`src/rtl/map_bram_arbiter.sv`:
```
// Round-robin arbiter with an optional lock in front of the single port of the map tile BRAM.
// Requester 0 = level loader, 1 = interaction logic, 2 = map renderer.
module map_bram_arbiter #(
  parameter int ADDR_W       = 19,
  parameter int DATA_W       = 16,
  parameter int RD_LATENCY   = 1,
  parameter int LOCK_TIMEOUT = 16
) (
  input  logic                clk,
  input  logic                rstn,
  input  logic [2:0]          req,
  input  logic [2:0]          wr,
  input  logic [2:0]          lock,
  input  logic [3*ADDR_W-1:0] addr,
  input  logic [3*DATA_W-1:0] wdata,
  output logic [2:0]          gnt,
  output logic [2:0]          rvalid,
  output logic [DATA_W-1:0]   rdata,
  output logic                lock_timeout,
  output logic [ADDR_W-1:0]   bram_map_addr,
  input  logic [DATA_W-1:0]   bram_map_data,
  output logic                bram_map_wr,
  output logic [DATA_W-1:0]   bram_map_dwrite
);

  localparam int               TMO_W     = $clog2(LOCK_TIMEOUT + 1);
  localparam logic [TMO_W-1:0] TMO_LAST  = TMO_W'(LOCK_TIMEOUT - 1);
  localparam logic [1:0]       WAIT_LAST = 2'(RD_LATENCY - 1);

  typedef enum logic [1:0] {
    S_IDLE  = 2'd0,
    S_ISSUE = 2'd1,
    S_WAIT  = 2'd2
  } state_t;

  state_t           state_r;
  state_t           state_nxt_s;
  logic [1:0]       ptr_r;
  logic [1:0]       owner_r;
  logic             owner_valid_r;
  logic [1:0]       cur_r;
  logic             op_wr_r;
  logic [1:0]       wait_cnt_r;
  logic [TMO_W-1:0] tmo_cnt_r;
  logic             win_valid_s;
  logic [1:0]       win_idx_s;
  logic [1:0]       c0_s;
  logic [1:0]       c1_s;
  logic             wait_done_s;

  function automatic logic [1:0] next_idx(input logic [1:0] i);
    case (i)
      2'd0:    next_idx = 2'd1;
      2'd1:    next_idx = 2'd2;
      default: next_idx = 2'd0;
    endcase
  endfunction

  function automatic logic [2:0] onehot3(input logic [1:0] i);
    case (i)
      2'd0:    onehot3 = 3'b001;
      2'd1:    onehot3 = 3'b010;
      2'd2:    onehot3 = 3'b100;
      default: onehot3 = 3'b000;
    endcase
  endfunction

  // A write needs a single WAIT cycle; a read waits out the BRAM latency.
  assign wait_done_s = op_wr_r | (wait_cnt_r == WAIT_LAST);

  // Winner selection: the lock owner exclusively, otherwise round-robin after ptr_r.
  always_comb begin
    c0_s        = next_idx(ptr_r);
    c1_s        = next_idx(c0_s);
    win_valid_s = 1'b0;
    win_idx_s   = 2'd0;
    if (state_r != S_IDLE) begin
      win_valid_s = 1'b0;
    end else if (owner_valid_r) begin
      win_valid_s = req[owner_r];
      win_idx_s   = owner_r;
    end else if (req[c0_s]) begin
      win_valid_s = 1'b1;
      win_idx_s   = c0_s;
    end else if (req[c1_s]) begin
      win_valid_s = 1'b1;
      win_idx_s   = c1_s;
    end else if (req[ptr_r]) begin
      win_valid_s = 1'b1;
      win_idx_s   = ptr_r;
    end else begin
      win_valid_s = 1'b0;
    end
  end

  // Next-state logic.
  always_comb begin
    state_nxt_s = state_r;
    case (state_r)
      S_IDLE: begin
        if (win_valid_s) state_nxt_s = S_ISSUE;
        else             state_nxt_s = S_IDLE;
      end
      S_ISSUE: state_nxt_s = S_WAIT;
      S_WAIT: begin
        if (wait_done_s) state_nxt_s = S_IDLE;
        else             state_nxt_s = S_WAIT;
      end
      default: state_nxt_s = S_IDLE;
    endcase
  end

  // State register.
  always_ff @(posedge clk or negedge rstn) begin
    if (!rstn) state_r <= S_IDLE;
    else       state_r <= state_nxt_s;
  end

  // Registered BRAM port, grant/rvalid pulses, RR pointer, lock ownership and timeout.
  always_ff @(posedge clk or negedge rstn) begin
    if (!rstn) begin
      gnt             <= 3'b000;
      rvalid          <= 3'b000;
      rdata           <= {DATA_W{1'b0}};
      lock_timeout    <= 1'b0;
      bram_map_addr   <= {ADDR_W{1'b0}};
      bram_map_wr     <= 1'b0;
      bram_map_dwrite <= {DATA_W{1'b0}};
      ptr_r           <= 2'd2;
      owner_r         <= 2'd0;
      owner_valid_r   <= 1'b0;
      cur_r           <= 2'd0;
      op_wr_r         <= 1'b0;
      wait_cnt_r      <= 2'd0;
      tmo_cnt_r       <= {TMO_W{1'b0}};
    end else begin
      gnt          <= 3'b000;
      rvalid       <= 3'b000;
      lock_timeout <= 1'b0;
      bram_map_wr  <= 1'b0;
      case (state_r)
        S_IDLE: begin
          if (win_valid_s) begin
            gnt             <= onehot3(win_idx_s);
            bram_map_addr   <= addr[int'(win_idx_s)*ADDR_W +: ADDR_W];
            bram_map_wr     <= wr[win_idx_s];
            bram_map_dwrite <= wdata[int'(win_idx_s)*DATA_W +: DATA_W];
            cur_r           <= win_idx_s;
            op_wr_r         <= wr[win_idx_s];
            tmo_cnt_r       <= {TMO_W{1'b0}};
          end else if (owner_valid_r) begin
            // Owner idle: count towards a forced release.
            if (tmo_cnt_r == TMO_LAST) begin
              owner_valid_r <= 1'b0;
              lock_timeout  <= 1'b1;
              tmo_cnt_r     <= {TMO_W{1'b0}};
            end else begin
              tmo_cnt_r <= tmo_cnt_r + TMO_W'(1);
            end
          end else begin
            tmo_cnt_r <= {TMO_W{1'b0}};
          end
        end
        S_ISSUE: begin
          ptr_r         <= cur_r;
          owner_r       <= cur_r;
          owner_valid_r <= lock[cur_r];
          tmo_cnt_r     <= {TMO_W{1'b0}};
          wait_cnt_r    <= 2'd0;
        end
        S_WAIT: begin
          if (wait_done_s) begin
            if (!op_wr_r) begin
              rdata  <= bram_map_data;
              rvalid <= onehot3(cur_r);
            end else begin
              rdata <= rdata;
            end
          end else begin
            wait_cnt_r <= wait_cnt_r + 2'd1;
          end
        end
        default: begin
          gnt <= 3'b000;
        end
      endcase
    end
  end

endmodule
```
`config.mk`:
```
export PLATFORM = sky130hd
export DESIGN_NAME = map_bram_arbiter
export DESIGN_NICKNAME = d
export VERILOG_FILES = /design/src/rtl/map_bram_arbiter.sv
export SDC_FILE = /design/constraint.sdc
export NUM_CORES = 1
export LEC_CHECK = 0
export ABC_AREA = 1
export BUFFER_PORTS_ARGS = -buffer_cell sky130_fd_sc_hd__buf_2
export CAP_MARGIN = 20
export CORE_MARGIN = 3
export CORE_UTILIZATION = 45
export DETAILED_ROUTE_END_ITERATION = 7
export PLACE_DENSITY_LB_ADDON = 0.05
export SKIP_LAST_GASP = 1
export SYNTH_ARGS = -nofsm -noshare
export SYNTH_HDL_FRONTEND = slang
export SYNTH_SLANG_ARGS = --single-unit
```
`constraint.sdc`:
```
create_clock -name clk -period 2.2 [get_ports clk]
set_clock_uncertainty 0.05 [all_clocks]
set_input_delay 0.22 -clock clk [delete_from_list [all_inputs] [get_ports clk]]
set_output_delay 0.22 -clock clk [all_outputs]
set_load 0.02 [all_outputs]
```
* After elaboration in Yosys (flattened, before gate mapping)
Cells that the tools add are included.
W data, S select, Z words.
** Storage, ports and cells
- Input bits :: 132
- Word-level logic and storage cells :: 102
- Flip-flop bits (word level) :: 76
- Output and inout port bits :: 59
- Latch bits :: 0
- Bits in writable memories :: 0
- Memory bits (read-only) :: 0
- Memories kept :: 0
** Cells by class
- Magnitude comparators :: 6
- Divide/modulo/power cells :: 0
- Eq/ne operators :: 11
- Mux-type cells :: 50
- Shift operators :: 2
- Reduce and logical (&&, ||, !) cells :: 13
- Multipliers :: 1
- Bitwise operators :: 2
- $add $sub $neg :: 2
** Operators by type and width (number)
- $shiftx A57 B8 Y19 :: 1
- $shiftx A48 B7 Y16 :: 1
- $mux W1 :: 21
- $lt A2 B3 Y1 const B :: 6
- $pmux W3 S3 :: 2
- $mux W3 :: 5
- $mux W5 :: 3
- $mux W2 :: 7
- $bmux W1 S2 :: 6
- $logic_not A2 Y1 :: 6
- $pmux W2 S2 :: 3
- $eq A2 B1 Y1 const B :: 5
- $pmux W5 S2 :: 1
- $mul A2 B5 Y7 const B :: 1
- $eq A2 B2 Y1 const B :: 3
- $pmux W2 S3 :: 1
- $reduce_and A2 Y1 :: 3
- $reduce_bool A2 Y1 :: 3
- $add A5 B1 Y5 const B :: 1
- $eq A5 B4 Y1 const B :: 1
- $ne A2 B2 Y1 const B :: 2
- $reduce_and A3 Y1 :: 1
- $add A2 B1 Y2 const B :: 1
- $pmux W1 S2 :: 1
- 2 further kinds :: 2

* Depth between registers and ports, before layout
- Depth in word-level cells :: 14
- Gate-level depth with buffers :: 12
- Depth with buffers taken out :: 11

* Least setup slack after synthesis
OpenSTA, ideal clock, no wires.
- Kind :: register to register
- Start :: reg ptr_r[1]
- End :: reg bram_map_dwrite[8]
- Arrival time :: 1473 ps
- Period minus slack after synthesis :: 1648 ps
- Slack :: 552 ps
- Data required time :: 2026 ps
- Setup time :: 124 ps
- Buffers on the path :: 2
- Cell stages (with the launch flop) :: 12
- Path through :: dfstp_2 -> inv_2 -> nand3_1 -> nand3_1 -> o21bai_1 -> buf_4 -> nand2_4 -> buf_6 -> nand2_1 -> nand2_1 -> nand3_1 -> nand3_1
** On the way
- Cells in the longest elaborated chain, start to end :: 11
- Elaborated cells between the ends (all ways) :: 24
- Classes of those cells :: eq/ne: 2; shift: 1; mux: 18; reduce/logical: 3
** RTL lines
- from (decl) :: RTL line 38 : logic [1:0] ptr_r;
- from (signal assigned) :: RTL line 165 : ptr_r <= cur_r;
- $eq A2 B1 Y1 or $logic_not A2 Y1 (tied branches) :: RTL line 52 : case (i)
- $pmux W2 S2 :: RTL line 52
- $eq A2 B1 Y1 or $logic_not A2 Y1 (tied branches) :: RTL line 52
- $pmux W2 S2 :: RTL line 52
- $bmux W1 S2 :: RTL line 85 : end else if (req[c1_s]) begin
- $mux W1 (implied by the code) :: RTL line 85
- $mux W2 or $mux W1 (tied branches) :: RTL line 85
- $mux W2 or $mux W1 (tied branches) :: RTL line 82 : end else if (req[c0_s]) begin
- $mux W2 or $mux W1 (tied branches) :: RTL line 79 : end else if (owner_valid_r) begin
- $mux W2 or $mux W1 (tied branches) :: RTL line 77 : if (state_r != S_IDLE) begin
- $shiftx A48 B7 Y16 or $reduce_and A2 Y1 (tied branches)
- to (signal assigned) :: RTL line 128 : bram_map_dwrite <= {DATA_W{1'b0}};
- to (signal assigned) :: RTL line 147 : bram_map_dwrite <= wdata[int'(win_idx_s)*DATA_W +: DATA_W];
- to (decl) :: RTL line 23 : output logic [DATA_W-1:0] bram_map_dwrite
Several ways; a longest one is shown, not always the timed one. The select of a mux whose other input is x is not followed.
A chain may end at the register's enable or synchronous reset.

* Worst setup path after layout
- Start :: reg ptr_r[0]
- End :: reg cur_r[0]
** On the way
- Cells in the longest elaborated chain, start to end :: 11
- Elaborated cells between the ends (all ways) :: 23
- Classes of those cells :: eq/ne: 2; mux: 18; reduce/logical: 3
** RTL lines
- $eq A2 B1 Y1 or $logic_not A2 Y1 (tied branches) :: RTL line 52
- $pmux W2 S2 :: RTL line 52
- $eq A2 B1 Y1 or $logic_not A2 Y1 (tied branches) :: RTL line 52
- $pmux W2 S2 :: RTL line 52
- $bmux W1 S2 :: RTL line 85
- $mux W1 (implied by the code) :: RTL line 85
- $mux W1 :: RTL line 85
- $mux W1 :: RTL line 82
- $mux W1 :: RTL line 79
- $mux W1 :: RTL line 77
- $reduce_and A2 Y1 (no line)
- to (signal assigned) :: RTL line 148 : cur_r <= win_idx_s;
- to (decl) :: RTL line 41 : logic [1:0] cur_r;
Several ways; a longest one is shown, not always the timed one. The select of a mux whose other input is x is not followed.

==> results by stage <==
Run status:
- The run finished with clean final reports.

Setup path:
- The cell that appears most often on the critical path is nand2_1.
- For the worst setup path, the data arrival time is approximately 2.3 ns.
- The count of cells along the worst register-to-register path is 7.
- The minimum setup slack among reg-to-reg paths is 0.15 ns.
- The category of the worst setup path capture point is a flip-flop.
- The sort of element at the start of the critical path is a flip-flop.
- The peak per-stage delay on the critical path is slightly above 0.5 ns.
- For this design, the slowest cell found on the critical path is inv_1.
- The largest fanout on the critical path is 20.
- The path type of the worst setup path is reg2reg.
- Walking the worst path, the cells encountered are inv_2, nand2_1, o211ai_1, nand3_4, inv_1, nand2_1, o21ai_1.
- The terminus of the critical flop-to-flop path is cur_r[0].
- The launch point of the worst reg-to-reg path is ptr_r[0].
- For the worst setup path, the data required time is approximately 2.4 ns.

CTS:
- Once the clock tree was built, the setup fixing pass inserted 0 buffers.
- The number of buffers inserted during clock tree synthesis is 9.
- The maximum root-to-sink buffer count is 2.
- The clock tree synthesis step divided the H-tree into 3 levels.
- The cell sitting at the root of the clock tree is a clkbuf_8.
- The CTS sink count is 75.
- The clock tree from TritonCTS is built.
- The clock insertion delay at the later pin of the skew report is ~0.35 ns.
- Clock-pin slew was measured on the worst setup and hold paths at around 0.08 ns.

Logic synthesis:
- Counting every instance in the synthesized netlist gives 481.
- The mux contribution to synthesized area is 4.65%.
- The cell area that synthesis handed to floorplanning was between 3000 and 4000 um^2.
- After Yosys synthesis, and, or, nand and nor cells account for between 30% and 40% of the synthesized area.
- After synthesis, flip-flops and latches occupy 48.5% of the total area.
- After synthesis the netlist holds a flip-flop and latch count of 75.
- The combinational family with the most area after synthesis is simple AND/OR/NAND/NOR gates.
- The number of nets handed over by synthesis was approximately 620.
- The compound-gate portion of the synthesized area is 2.94%.
- After synthesis, the netlist uses 30 different library cells.
- The Yosys warning count is 0.
- The synthesized netlist devotes less than 1% of its cell area to adder and majority cells.
- The xor/xnor cell area share of the yosys netlist is 0.452%.
- In this run the mean area of a mapped cell was roughly 8.1 um^2.

Cells and area:
- Once layout is complete, the cells apart from fillers number a little under 800.
- Compared with the post-synthesis result, the final layout area differs by 33.0%.
- The multi-input combinational cells in the finished layout cover a total of 1750 um^2.
- Registers take about 1900 um^2.
- In the final design database the tool counted about 800 nets.
- The share of final-layout standard cells stronger than drive strength 1 is around 36%.
- The final antenna diode count is 0.
- The count of fill cells added during filler insertion is 776.

Power and ir drop:
- Dividing total power by cell area gives a power density of ~1600 nW/um^2.
- Across the VDD grid, the largest voltage drop is 0.944 mV.
- The cell leakage power is roughly 2.9 nW.

Global routing:
- Entering global routing, the biggest net connects 40 pins.
- The number of antenna violations at the first check in global routing is 0.
- Global routing consumed, over all layers together, about 23% of the routing resources.
- Summed over all layers, the global routing overflow is 0.
- The number of global-route vias before repair is 3867.
- The first-pass GRT wire length is between 15 and 20 mm.

Die:
- The region available for standard cell placement spans 8300 um^2.
- From bottom edge to top edge, the die measures roughly 99 um.
- The initial core utilization is 46.7%.
- around 190 I/O pins were placed.
- The die is roughly 100 um wide.
- The area enclosed by the die boundary is approximately 9800 um^2.
- Row generation in the floorplan step produced 33 rows.

Timing:
- The final hold violation count is 0.
- The max-slew violation count is 0.
- Headroom to the max-slew limit came out at 56.2%.
- The total of endpoints with negative setup slack in the final report is 0.
- The final critical path time including I/O delays and setup is 2.05 ns.
- The fmax is approximately 0.49 GHz.
- Setup repair after global routing left no endpoint under its margin.
- Dividing the final minimum period by the clock period gives just over 90%.
- At the pin with the least slew margin, the transition time is 0.656 ns.
- In the final timing run, aggregate negative setup slack is 0 ns.

Routing:
- The routed wirelength normalized by instance count is 14.2 um.
- The first detailed-routing pass ran for 5 iterations.
- The ratio of routed vias to standard cells is slightly above 5.
- For this block, the routed nets add up to between 10 and 15 mm of wire.
- The detail route stage leaves a number of antenna-violating nets equal to 0.
- The total via count after detailed routing is 3954.
- After detailed routing, the number of remaining DRC violations is 0.
- The DRC marker count from the first detailed-route iteration is about 130.

Place:
- Including well taps, the total number of placed cells is between 700 and 800.
- Routability-driven placement finished with a final weighted congestion of 0.854.
- Input and output buffers added on the ports amount to 190.
- The HPWL after detailed placement is between 8 and 9 mm.

Hold path:
- The cell depth of the worst hold path is 3.
- In this run the most critical hold path is launched from addr[43].
- The capture endpoint of the worst hold path is bram_map_addr[5].
- The path class of the tightest hold or removal check is in2reg.

Run:
- Max-cap violations in this run came to 0.
logic make-up after synthesis:
family / count (synthesis)
AND/OR/NAND/NOR: 316
flip-flops: 75
buffers and inverters: 49
AO/OA/AOI/OAI: 21
multiplexers: 16
XOR/XNOR: 2
adder cells (fa/ha/maj): 2
state kept, by name (all words and copies together), names as in the netlist, 2 cells and up:
register	flops
rvalid	3
rdata	16
tmo_cnt_r	5
bram_map_addr	19
bram_map_dwrite	16
wait_cnt_r	2
state_r	2
ptr_r	2
cur_r	2
gnt	3
worst max-delay path by stage:
stage,startpoint,end
global route,ptr_r[0],cur_r[0]
finish,ptr_r[0],cur_r[0]
CTS,ptr_r[1],bram_map_dwrite[1]
detailed placement,ptr_r[0],bram_map_dwrite[7]
global placement,ptr_r[1],op_wr_r
floorplan,ptr_r[1],bram_map_dwrite[8]
synthesized netlist by cell type (all sizes together):
cell / number / share of area [%]
o21bai: 1 / 0.19
o211ai: 1 / 0.19
nand2: 194 / 19
mux2: 16 / 4.7
o21ai: 13 / 1.7
o22ai: 1 / 0.16
nand3b: 1 / 0.19
nor2: 10 / 1.5
o21a: 1 / 0.19
nand3: 105 / 14
ha: 2 / 0.65
nand4: 1 / 0.16
xnor2: 1 / 0.23
inv: 24 / 2.3
xor2: 1 / 0.23
a21oi: 4 / 0.52
nor3: 5 / 0.65
dfrtp: 74 / 48
buf: 25 / 4.7
dfstp: 1 / 0.68
timing repair:
item	4_1_cts	5_1_grt
hold endpoints to repair	35	0
gates resized for setup	1	1
cloned	0	1
endpoints found under the setup margin	3	2
hold buffers	1	0
routing by layer:
metal | wire length, um | GRT usage, %
met1 | 4400 | 28.3
met4 | 198 | 7.88
met5 | 0 | 0
met2 | 5640 | 38.0
met3 | 790 | 5.38
stage by stage:
stage	hold WS [ns]	total power, mW	setup WS, ns	instance area [um^2]	util [%]
after floorplan	-0.126	5.68	0.552	3870	-
after global placement	0.173	6.81	0.101	4890	58.9
after detailed placement	0.173	6.93	0.00474	4890	58.9
after CTS	0.0204	8.12	0.112	5120	61.7
after global routing	0.0362	8.78	0.00827	5150	62.1
final	0.0350	8.11	0.154	5150	62.1
where the power goes:
group	switching [mW]	total [mW]	internal [mW]
registers	0.355	2.36	2.01
logic	3.01	4.59	1.58
clock network	0.521	1.16	0.641
total	3.89	8.11	4.23
layout make-up:
class | count | share of cell area, %
Clock buffer | 10 | 2.48
Multi-Input combinational cell | 357 | 33.9
Tap cell | 105 | 2.55
Timing Repair Buffer | 202 | 21.1
Inverter | 24 | 1.75
Clock inverter | 6 | 1.75
Sequential cell | 75 | 36.4
critical path: cells and delay by family, from the launching register on:
kind                   cells  cell delay, ns
DFF                        1            0.46
buffers and inverters      2            0.63
and+or+nand+nor            3            0.37
AOI/OAI and AO/OA          2            0.45
cells in the final DEF, fill, tap and decap left out, drive strengths merged:
cell	netlist	layout
clkinvlp	0	1
dlygate4sd3	0	1
ha	2	2
o21a	1	1
nand2	194	194
o21ai	13	13
dfrtp	74	74
o21bai	1	1
buf	25	200
mux2	16	16
xnor2	1	1
nand3b	1	1
a21oi	4	4
dfstp	1	1
bufinv	0	2
clkbuf	0	11
nor3	5	5
nand4	1	1
xor2	1	1
o211ai	1	1
clkinv	0	3
nor2	10	10
o22ai	1	1
inv	24	24
nand3	105	105
No activity file was read; power rests on OpenSTA's default activity.
